## config.mk

```make
export PLATFORM = sky130hd
export DESIGN_NAME = snake_head_stepper
export DESIGN_NICKNAME = d
export VERILOG_FILES = /design/src/rtl/snake_head_stepper_pkg.sv /design/src/rtl/snake_head_stepper_tick_divider.sv /design/src/rtl/snake_head_stepper.sv
export SDC_FILE = /design/constraint.sdc
export NUM_CORES = 1
export LEC_CHECK = 0
export CORE_UTILIZATION = 30
export CTS_CLUSTER_DIAMETER = 150
export CTS_CLUSTER_SIZE = 20
export DETAILED_ROUTE_END_ITERATION = 10
export DONT_BUFFER_PORTS = 1
export HOLD_SLACK_MARGIN = 0.12
export SYNTH_ARGS = -nofsm -noshare
export SYNTH_HDL_FRONTEND = slang
export SYNTH_SLANG_ARGS = --single-unit
```

## constraint.sdc

```tcl
create_clock -name clk -period 6.89 [get_ports clk]
set_clock_uncertainty 0.1 [all_clocks]
set_input_delay 1.7225 -clock clk [delete_from_list [all_inputs] [get_ports clk]]
set_output_delay 1.7225 -clock clk [all_outputs]
set_load 0.01 [all_outputs]
```

## src/rtl/snake_head_stepper_pkg.sv

```systemverilog
// Shared definitions for the snake head stepper:
// direction codes, FSM state codes and the opposite-direction helper.
package snake_head_stepper_pkg;

  typedef logic [1:0] dir_t;

  localparam dir_t TOP_DIR   = 2'b00;
  localparam dir_t RIGHT_DIR = 2'b01;
  localparam dir_t DOWN_DIR  = 2'b10;
  localparam dir_t LEFT_DIR  = 2'b11;

  localparam logic [1:0] ST_IDLE  = 2'd0;
  localparam logic [1:0] ST_RUN   = 2'd1;
  localparam logic [1:0] ST_PAUSE = 2'd2;

  // Opposite headings differ only in the upper bit.
  function automatic dir_t opposite(input dir_t d);
    return d ^ 2'b10;
  endfunction

endpackage

```

## src/rtl/snake_head_stepper_tick_divider.sv

```systemverilog
// tick_divider: counts enabled cycles, pulses tick on the wrap.
// Ports: clk, rst_n, en (count), clr (sync clear), tick (1-cycle pulse).
module tick_divider #(
  parameter int TICK_DIV = 2_500_000
) (
  input  logic clk,
  input  logic rst_n,
  input  logic en,
  input  logic clr,
  output logic tick
);

  localparam int CW = (TICK_DIV > 2) ? $clog2(TICK_DIV) : 1;
  localparam logic [CW-1:0] LAST = CW'(TICK_DIV - 1);

  logic [CW-1:0] cnt_q;
  logic [CW-1:0] cnt_d;

  // clr wins over en so a clearing cycle never emits a tick.
  always_comb begin
    cnt_d = cnt_q;
    tick  = 1'b0;
    if (clr) begin
      cnt_d = '0;
    end else if (en) begin
      if (cnt_q == LAST) begin
        cnt_d = '0;
        tick  = 1'b1;
      end else begin
        cnt_d = cnt_q + 1'b1;
      end
    end
  end

  always_ff @(posedge clk or negedge rst_n) begin
    if (!rst_n) cnt_q <= '0;
    else        cnt_q <= cnt_d;
  end

endmodule

```

## src/rtl/snake_head_stepper.sv

```systemverilog
// Snake head stepper: game-speed timer, heading with reversal reject,
// toroidal head coordinates. Inputs: direction, run, restart.
// Outputs (all registered): head_x, head_y, heading, step, state.
module snake_head_stepper
  import snake_head_stepper_pkg::*;
#(
  parameter int GRID_W   = 40,
  parameter int GRID_H   = 30,
  parameter int TICK_DIV = 2_500_000,
  parameter int START_X  = 20,
  parameter int START_Y  = 15,
  localparam int XW = $clog2(GRID_W),
  localparam int YW = $clog2(GRID_H)
) (
  input  logic          clk,
  input  logic          rst_n,
  input  logic [1:0]    direction,
  input  logic          run,
  input  logic          restart,
  output logic [XW-1:0] head_x,
  output logic [YW-1:0] head_y,
  output logic [1:0]    heading,
  output logic          step,
  output logic [1:0]    state
);

  localparam logic [XW-1:0] X0   = XW'(START_X);
  localparam logic [YW-1:0] Y0   = YW'(START_Y);
  localparam logic [XW-1:0] XMAX = XW'(GRID_W - 1);
  localparam logic [YW-1:0] YMAX = YW'(GRID_H - 1);

  logic [1:0]    state_q, state_d;
  logic [XW-1:0] x_q, x_d;
  logic [YW-1:0] y_q, y_d;
  dir_t          head_q, head_d;
  logic          step_q, step_d;
  logic          tick;
  logic          cnt_en;
  logic          cnt_clr;

  assign cnt_en  = (state_q == ST_RUN);
  assign cnt_clr = restart || (state_q == ST_IDLE);

  tick_divider #(
    .TICK_DIV (TICK_DIV)
  ) u_tick (
    .clk   (clk),
    .rst_n (rst_n),
    .en    (cnt_en),
    .clr   (cnt_clr),
    .tick  (tick)
  );

  always_comb begin
    state_d = state_q;
    unique case (state_q)
      ST_IDLE:  if (run)  state_d = ST_RUN;
      ST_RUN:   if (!run) state_d = ST_PAUSE;
      ST_PAUSE: if (run)  state_d = ST_RUN;
      default:            state_d = ST_IDLE;
    endcase
    if (restart) state_d = ST_IDLE;
  end

  // The move uses the heading latched in this same step.
  always_comb begin
    head_d = head_q;
    x_d    = x_q;
    y_d    = y_q;
    step_d = 1'b0;
    if (restart) begin
      head_d = TOP_DIR;
      x_d    = X0;
      y_d    = Y0;
    end else if (tick) begin
      step_d = 1'b1;
      if (direction != opposite(head_q)) head_d = direction;
      unique case (head_d)
        TOP_DIR:   y_d = (y_q == '0)   ? YMAX : y_q - 1'b1;
        DOWN_DIR:  y_d = (y_q == YMAX) ? '0   : y_q + 1'b1;
        LEFT_DIR:  x_d = (x_q == '0)   ? XMAX : x_q - 1'b1;
        RIGHT_DIR: x_d = (x_q == XMAX) ? '0   : x_q + 1'b1;
        default:   ;
      endcase
    end
  end

  always_ff @(posedge clk or negedge rst_n) begin
    if (!rst_n) begin
      state_q <= ST_IDLE;
      x_q     <= X0;
      y_q     <= Y0;
      head_q  <= TOP_DIR;
      step_q  <= 1'b0;
    end else begin
      state_q <= state_d;
      x_q     <= x_d;
      y_q     <= y_d;
      head_q  <= head_d;
      step_q  <= step_d;
    end
  end

  assign head_x  = x_q;
  assign head_y  = y_q;
  assign heading = head_q;
  assign step    = step_q;
  assign state   = state_q;

endmodule

```

==> results.ini, run 1 <==
[route]
wl_per_cell_um=15.3
drc=0
wirelength_mm=6.03
viasPerCell=5.83
drt-pass1-iter-count=4
vias=2292
antenna_left=0
drt_iter0_markers=156

[setup_path]
critPathTopFamily=simple AND/OR/NAND/NOR gates
cp_data_required_time_ns=7.02
worstSetupPathType=in2reg
cp_max_fo=20
critPathBufInv=0
crit_path_top_delay_cell=or3b_1
path_cells=or3b_1, nor4_2, nand4_4, nand2b_1, a211o_1
path_depth=5
cp-end-kind=flip-flop
rr_worst_depth=6
startpoint_type=input port
cp_data_arrival_time_ns=3.34
crit_path_max_incr_delay_ns=0.46

[yosys]
synth.most_common_cell=dfrtp_1
synth.cell_area_mm2=0.00258
ys_seq_area_frac=0.371
synth_seq_cells=38
synth_common_cells=dfrtp_1 (32), nand2_1 (22), nand3_1 (20), nor2_1 (20), o21ai_0 (18)
syn_inst=296
ys_types=62
synthArstFlopShare=1.00
syn_avg_cell_area_um2=8.72
synthFlopType=dfrtp_1
yosys_warnings=0
postSynthNetCount=309
synth_area_leaders=dfrtp_1 (31%), dfstp_2 (6.1%), nand3_1 (3.9%)
yosys.area.top_type=dfrtp_1
synth_edf_count=0
yosysTopAreaCellShare=0.310

[floorplanning]
row_count=33
die-area_mm2=0.00897
start_util=0.312
fp.coreArea_mm2=0.00826
ios=22
die_h_um=94.7
dieWidth_um=94.7

[global_route]
track_usage=0.144
grt_pass1_vias=2028
grt_antenna_before_repair=0
grt_pass1_wl_mm=10.2
grt_overflow_total=0
grt_max_degree=39

[cts]
hold_buffers=0
cts_made_buffers=5
clockRootBuffer=clkbuf_8
cts.clk_slew.worst_paths_ns=0.08
clock_sinks=38
clk-insertion-delay-late_ns=0.29
tritoncts=yes
h-tree-depth=2
post_cts_resize_count=0
cts_buffer_depth=2
cts_setup_buffers=0

[sta]
setup_tns_ns=0
hold_viol_final=0
slew_headroom=0.329
max_freq_ghz=0.311
rsz0062_at_grt=false
tightest_slew_ns=0.997
period_share=0.466
hold-worst-slack_ns=0.390
slew_violations=0
min_period_ns=3.21
setup_violations=0

[power_and_ir_drop]
powerDensity_mw_per_mm2=171
peakVddDrop_uv=79.4
p_leak_nw=1.13

[layout]
drive_above_1_share=0.0903
nNetsFinal=300
fill_cells=868
n_antenna_cell=0
area_delta_synth_final_pct=8.00

[status]
status=completed

[hold_path]
hp-class=reg2reg
min_path_cells=1

[placement]
hpwl_mm=4.26
place_congestion=0.826
port_buffers=0

[flow_run]
drv_cap=0

worst paths after layout:
check                                              from                            to  slack, ns
hold / removal             u_tick.cnt_q[18]$_DFFE_PN0P_  u_tick.cnt_q[18]$_DFFE_PN0P_       0.39
hold reg to reg            u_tick.cnt_q[18]$_DFFE_PN0P_  u_tick.cnt_q[18]$_DFFE_PN0P_       0.39
min in group asynchronous                         rst_n         head_y[4]$_DFFE_PN0P_       1.01
max in group asynchronous                         rst_n         head_x[2]$_DFFE_PN1P_       5.50
setup reg to reg            u_tick.cnt_q[0]$_DFFE_PN0P_  u_tick.cnt_q[14]$_DFFE_PN0P_       4.23
setup / recovery                                restart         head_y[0]$_DFFE_PN1P_       3.68
per-stage QoR:
stage / cells / utilization / area (um2) / power, W / setup WS (ns)
2_1_floorplan: 296 / - / 2580 / 0.000243 / 3.42
3_3_place_gp: 385 / 0.320 / 2640 / 0.000244 / 3.39
3_5_place_dp: 385 / 0.320 / 2640 / 0.000244 / 3.36
4_1_cts: 393 / 0.337 / 2790 / 0.000481 / 3.67
5_1_grt: 393 / 0.337 / 2790 / 0.000494 / 3.56
6_report: 393 / 0.337 / 2790 / 0.000475 / 3.68
area by class of cell:
cell class	instances	area (um2)	share of cell area
Multi-Input combinational cell	232	1520	0.544
Sequential cell	38	958	0.344
Tap cell	105	131	0.0471
Clock buffer	6	82.6	0.0296
Clock inverter	2	60.1	0.0216
Inverter	10	37.5	0.0135
sequential cells by signal (all words and copies together), names as in the netlist:
register and cells:
head_x 6, head_y 5, heading 2, state 2
step 1, u_tick.cnt_q 22
worst reg2reg max path, cell delays in order (launching register included):
cell     delay (ns)
dfrtp_1        0.38
ha_1           0.28
nand4_1        0.28
nor4_1         0.92
nand4_1        0.22
a21o_1         0.22
a21o_1         0.16
where the power goes:
| group | internal (W) | total, W | switching (W) |
|---|---|---|---|
| Sequential | 0.000224 | 0.000226 | 0.00000214 |
| Combinational | 0.00000503 | 0.0000138 | 0.00000880 |
| Clock | 0.000154 | 0.000236 | 0.0000810 |
| Total | 0.000383 | 0.000475 | 0.0000920 |
placed cells by master, fill, tap and decap left out, types with 4 or more instances in the layout:
master	n
nor3_1	13
a21oi_1	17
and3_1	7
clkbuf_8	6
o21ai_0	18
nand2b_1	5
nand4b_1	4
dfstp_2	6
nand3b_1	5
ha_1	7
nand4_1	10
nand3_1	20
mux2i_1	8
inv_1	10
dfrtp_1	32
a21o_1	5
nor2_1	20
a31oi_1	13
nand2_1	22
layer usage:
layer	wire length, um	part of all wire	track usage	vias to the layer above
met2	2720	0.45	0.218	46
met1	3010	0.50	0.210	1140
met5	0	0	0	-
met4	25	0.0041	0.0227	0
li1	-	-	-	1101
met3	270	0.045	0.0330	5
cells by family (layout without fill, tap and decap cells):
family                   after synthesis  after routing  share of synthesized area
AND/OR/NAND/NOR                      132            132                      0.304
AO/OA/AOI/OAI                         78             78                      0.194
flip-flops                            38             38                      0.371
buffers and inverters                 26             18                     0.0407
multiplexers                           9              9                     0.0354
adder cells (fa/ha/maj)                7              7                     0.0339
XOR/XNOR                               6              6                     0.0204
No activity file was read; power rests on OpenSTA's default activity.
==> run 2: changes to the inputs <==
==> constraint.sdc (replaced) <==
create_clock -name clk -period 3.3 [get_ports clk]
set_clock_uncertainty 0.1 [all_clocks]
set_input_delay 0.825 -clock clk [delete_from_list [all_inputs] [get_ports clk]]
set_output_delay 0.825 -clock clk [all_outputs]
set_load 0.01 [all_outputs]
==> run 2 against run 1 <==
Effect of this change: die area unchanged; combinational power increased to 2.9 times the previous value; final cell count grew 1.0%; via count decreased by 1.2%; global-route usage grew 0.56 points; clock-buffer cell count is 1 higher; clock power is 41% higher; sequential share of layout area increased by 0.17 points; first-iteration DRC count shrank 15%; register-to-register slack worse by 3.5 ns; hold slack got worse by 0.12 ns; critical path type is now reg2reg; largest power group is now registers; highest routed layer unchanged.
==> results.ini, run 2 (synthesized netlist as in run 1, its figures left out) <==
[status]
status=completed

[floorplanning]
ios=22
die_h_um=94.7
die-area_mm2=0.00897
row_count=33
dieWidth_um=94.7
start_util=0.312
fp.coreArea_mm2=0.00826

[cts]
cts_made_buffers=5
clockRootBuffer=clkbuf_8
tritoncts=yes
h-tree-depth=2
cts_buffer_depth=2
cts.clk_slew.worst_paths_ns=0.08
clock_sinks=38
clk-insertion-delay-late_ns=0.29

[route]
drc=0
antenna_left=0
vias=2265
drt-pass1-iter-count=4
viasPerCell=5.71
wirelength_mm=6.25
wl_per_cell_um=15.7
drt_iter0_markers=133

[global_route]
grt_pass1_wl_mm=10.6
grt_overflow_total=0
grt_pass1_vias=2116
track_usage=0.149
grt_antenna_before_repair=0
grt_max_degree=22

[sta]
hold-worst-slack_ns=0.270
period_share=0.775
rsz0062_at_grt=false
tightest_slew_ns=1.01
slew_violations=0
hold_viol_final=0
max_freq_ghz=0.391
setup_tns_ns=0
slew_headroom=0.323
min_period_ns=2.56
setup_violations=0

[layout]
drive_above_1_share=0.0890
final_cell_mix=dfrtp_1 (32), nand2_1 (22), nor2_1 (20), nand3_1 (20), o21ai_0 (18)
layout_commonest_cell=dfrtp_1
fin_cells=397
largest_reg_flops=22
n_antenna_cell=0
nNetsFinal=304
regMostFlops=u_tick.cnt_q
area_delta_synth_final_pct=7.47

[power_and_ir_drop]
p_leak_nw=1.12
peakVddDrop_uv=160
powerDensity_mw_per_mm2=304

[setup_path]
crit_path_max_incr_delay_ns=0.58
path_cells=or4_4, nor4_4, a21oi_2, a21o_1, a21o_1
cp_max_fo=18
cp_data_required_time_ns=3.38
startpoint_type=flip-flop
cp-end-kind=flip-flop
crit_path_top_delay_cell=or4_4
cp_data_arrival_time_ns=2.64
worstSetupPathType=reg2reg
crit_top_cell=a21o_1

[placement]
dp.cells=386
port_buffers=0
place_congestion=0.800
hpwl_mm=4.39

[hold_path]
hp-class=in2async

[flow_run]
drv_cap=0

==> run 2: cell count changes in the layout (fill, tap and decap cells not counted), sizes merged <==
| cell | before | now |
|---|---|---|
| buf | 0 | 1 |
| clkinv | 0 | 1 |
| clkbuf | 6 | 7 |
| bufinv | 2 | 0 |
| dlygate4sd3 | 0 | 3 |
==> run 2: per-stage QoR <==
step                       util  instance area [um2]  worst slack (ns)  power [W]
after floorplan               -                 2580             0.730   0.000508
after global placement    0.321                 2650             0.707   0.000509
after detailed placement  0.321                 2650             0.644   0.000510
after CTS                 0.335                 2760             0.754   0.000851
after global routing      0.336                 2770             0.563   0.000879
final                     0.336                 2770             0.742   0.000843
==> run 2: area by class of cell <==
type / instances / area, um2
Inverter: 10 / 37.5
Tap cell: 105 / 131
Timing Repair Buffer: 4 / 37.5
Clock inverter: 1 / 5.00
Clock buffer: 7 / 86.3
Multi-Input combinational cell: 232 / 1520
Fill cell: 853 / 5490
Sequential cell: 38 / 958
==> run 2: critical path, delay by kind of cell, from the launching register on <==
| kind | cells | cell delay (ns) |
|---|---|---|
| DFF | 1 | 0.47 |
| and+or+nand+nor | 2 | 1.09 |
| AOI/OAI and AO/OA | 3 | 0.80 |
==> run 2: path summary, 6_finish.rpt <==
path / depth (start not counted) / end / startpoint / slack (ns)
max: 5 / u_tick.cnt_q[14]$_DFFE_PN0P_ / u_tick.cnt_q[11]$_DFFE_PN0P_ / 0.74
min: 0 / head_y[2]$_DFFE_PN1P_ / rst_n / 0.27
max reg2reg: 5 / u_tick.cnt_q[14]$_DFFE_PN0P_ / u_tick.cnt_q[11]$_DFFE_PN0P_ / 0.74
min reg2reg: 1 / u_tick.cnt_q[18]$_DFFE_PN0P_ / u_tick.cnt_q[18]$_DFFE_PN0P_ / 0.39
max in group asynchronous: 1 / u_tick.cnt_q[16]$_DFFE_PN0P_ / rst_n / 1.43
min in group clk: 1 / u_tick.cnt_q[18]$_DFFE_PN0P_ / u_tick.cnt_q[18]$_DFFE_PN0P_ / 0.39
==> run 2: what timing repair did <==
item,CTS,global route
hold buffers,2,1
buffers inserted,0,0
gates resized for setup,0,0
hold endpoints to repair,21,10
==> run 2: layer usage <==
metal | global-route usage | vias to the layer above | wire, um
met1 | 0.206 | 1103 | 3080
met5 | 0 | - | 0
met4 | 0.0379 | 0 | 61
li1 | - | 1105 | -
met2 | 0.236 | 49 | 2820
met3 | 0.0314 | 8 | 277
==> run 2: power by group <==
| part | switching, W | leakage [nW] | internal, W |
|---|---|---|---|
| sequential | 0.00000462 | 0.509 | 0.000467 |
| combinational | 0.0000265 | 0.566 | 0.0000129 |
| clock | 0.000163 | 0.0482 | 0.000169 |
| total | 0.000194 | 1.12 | 0.000649 |
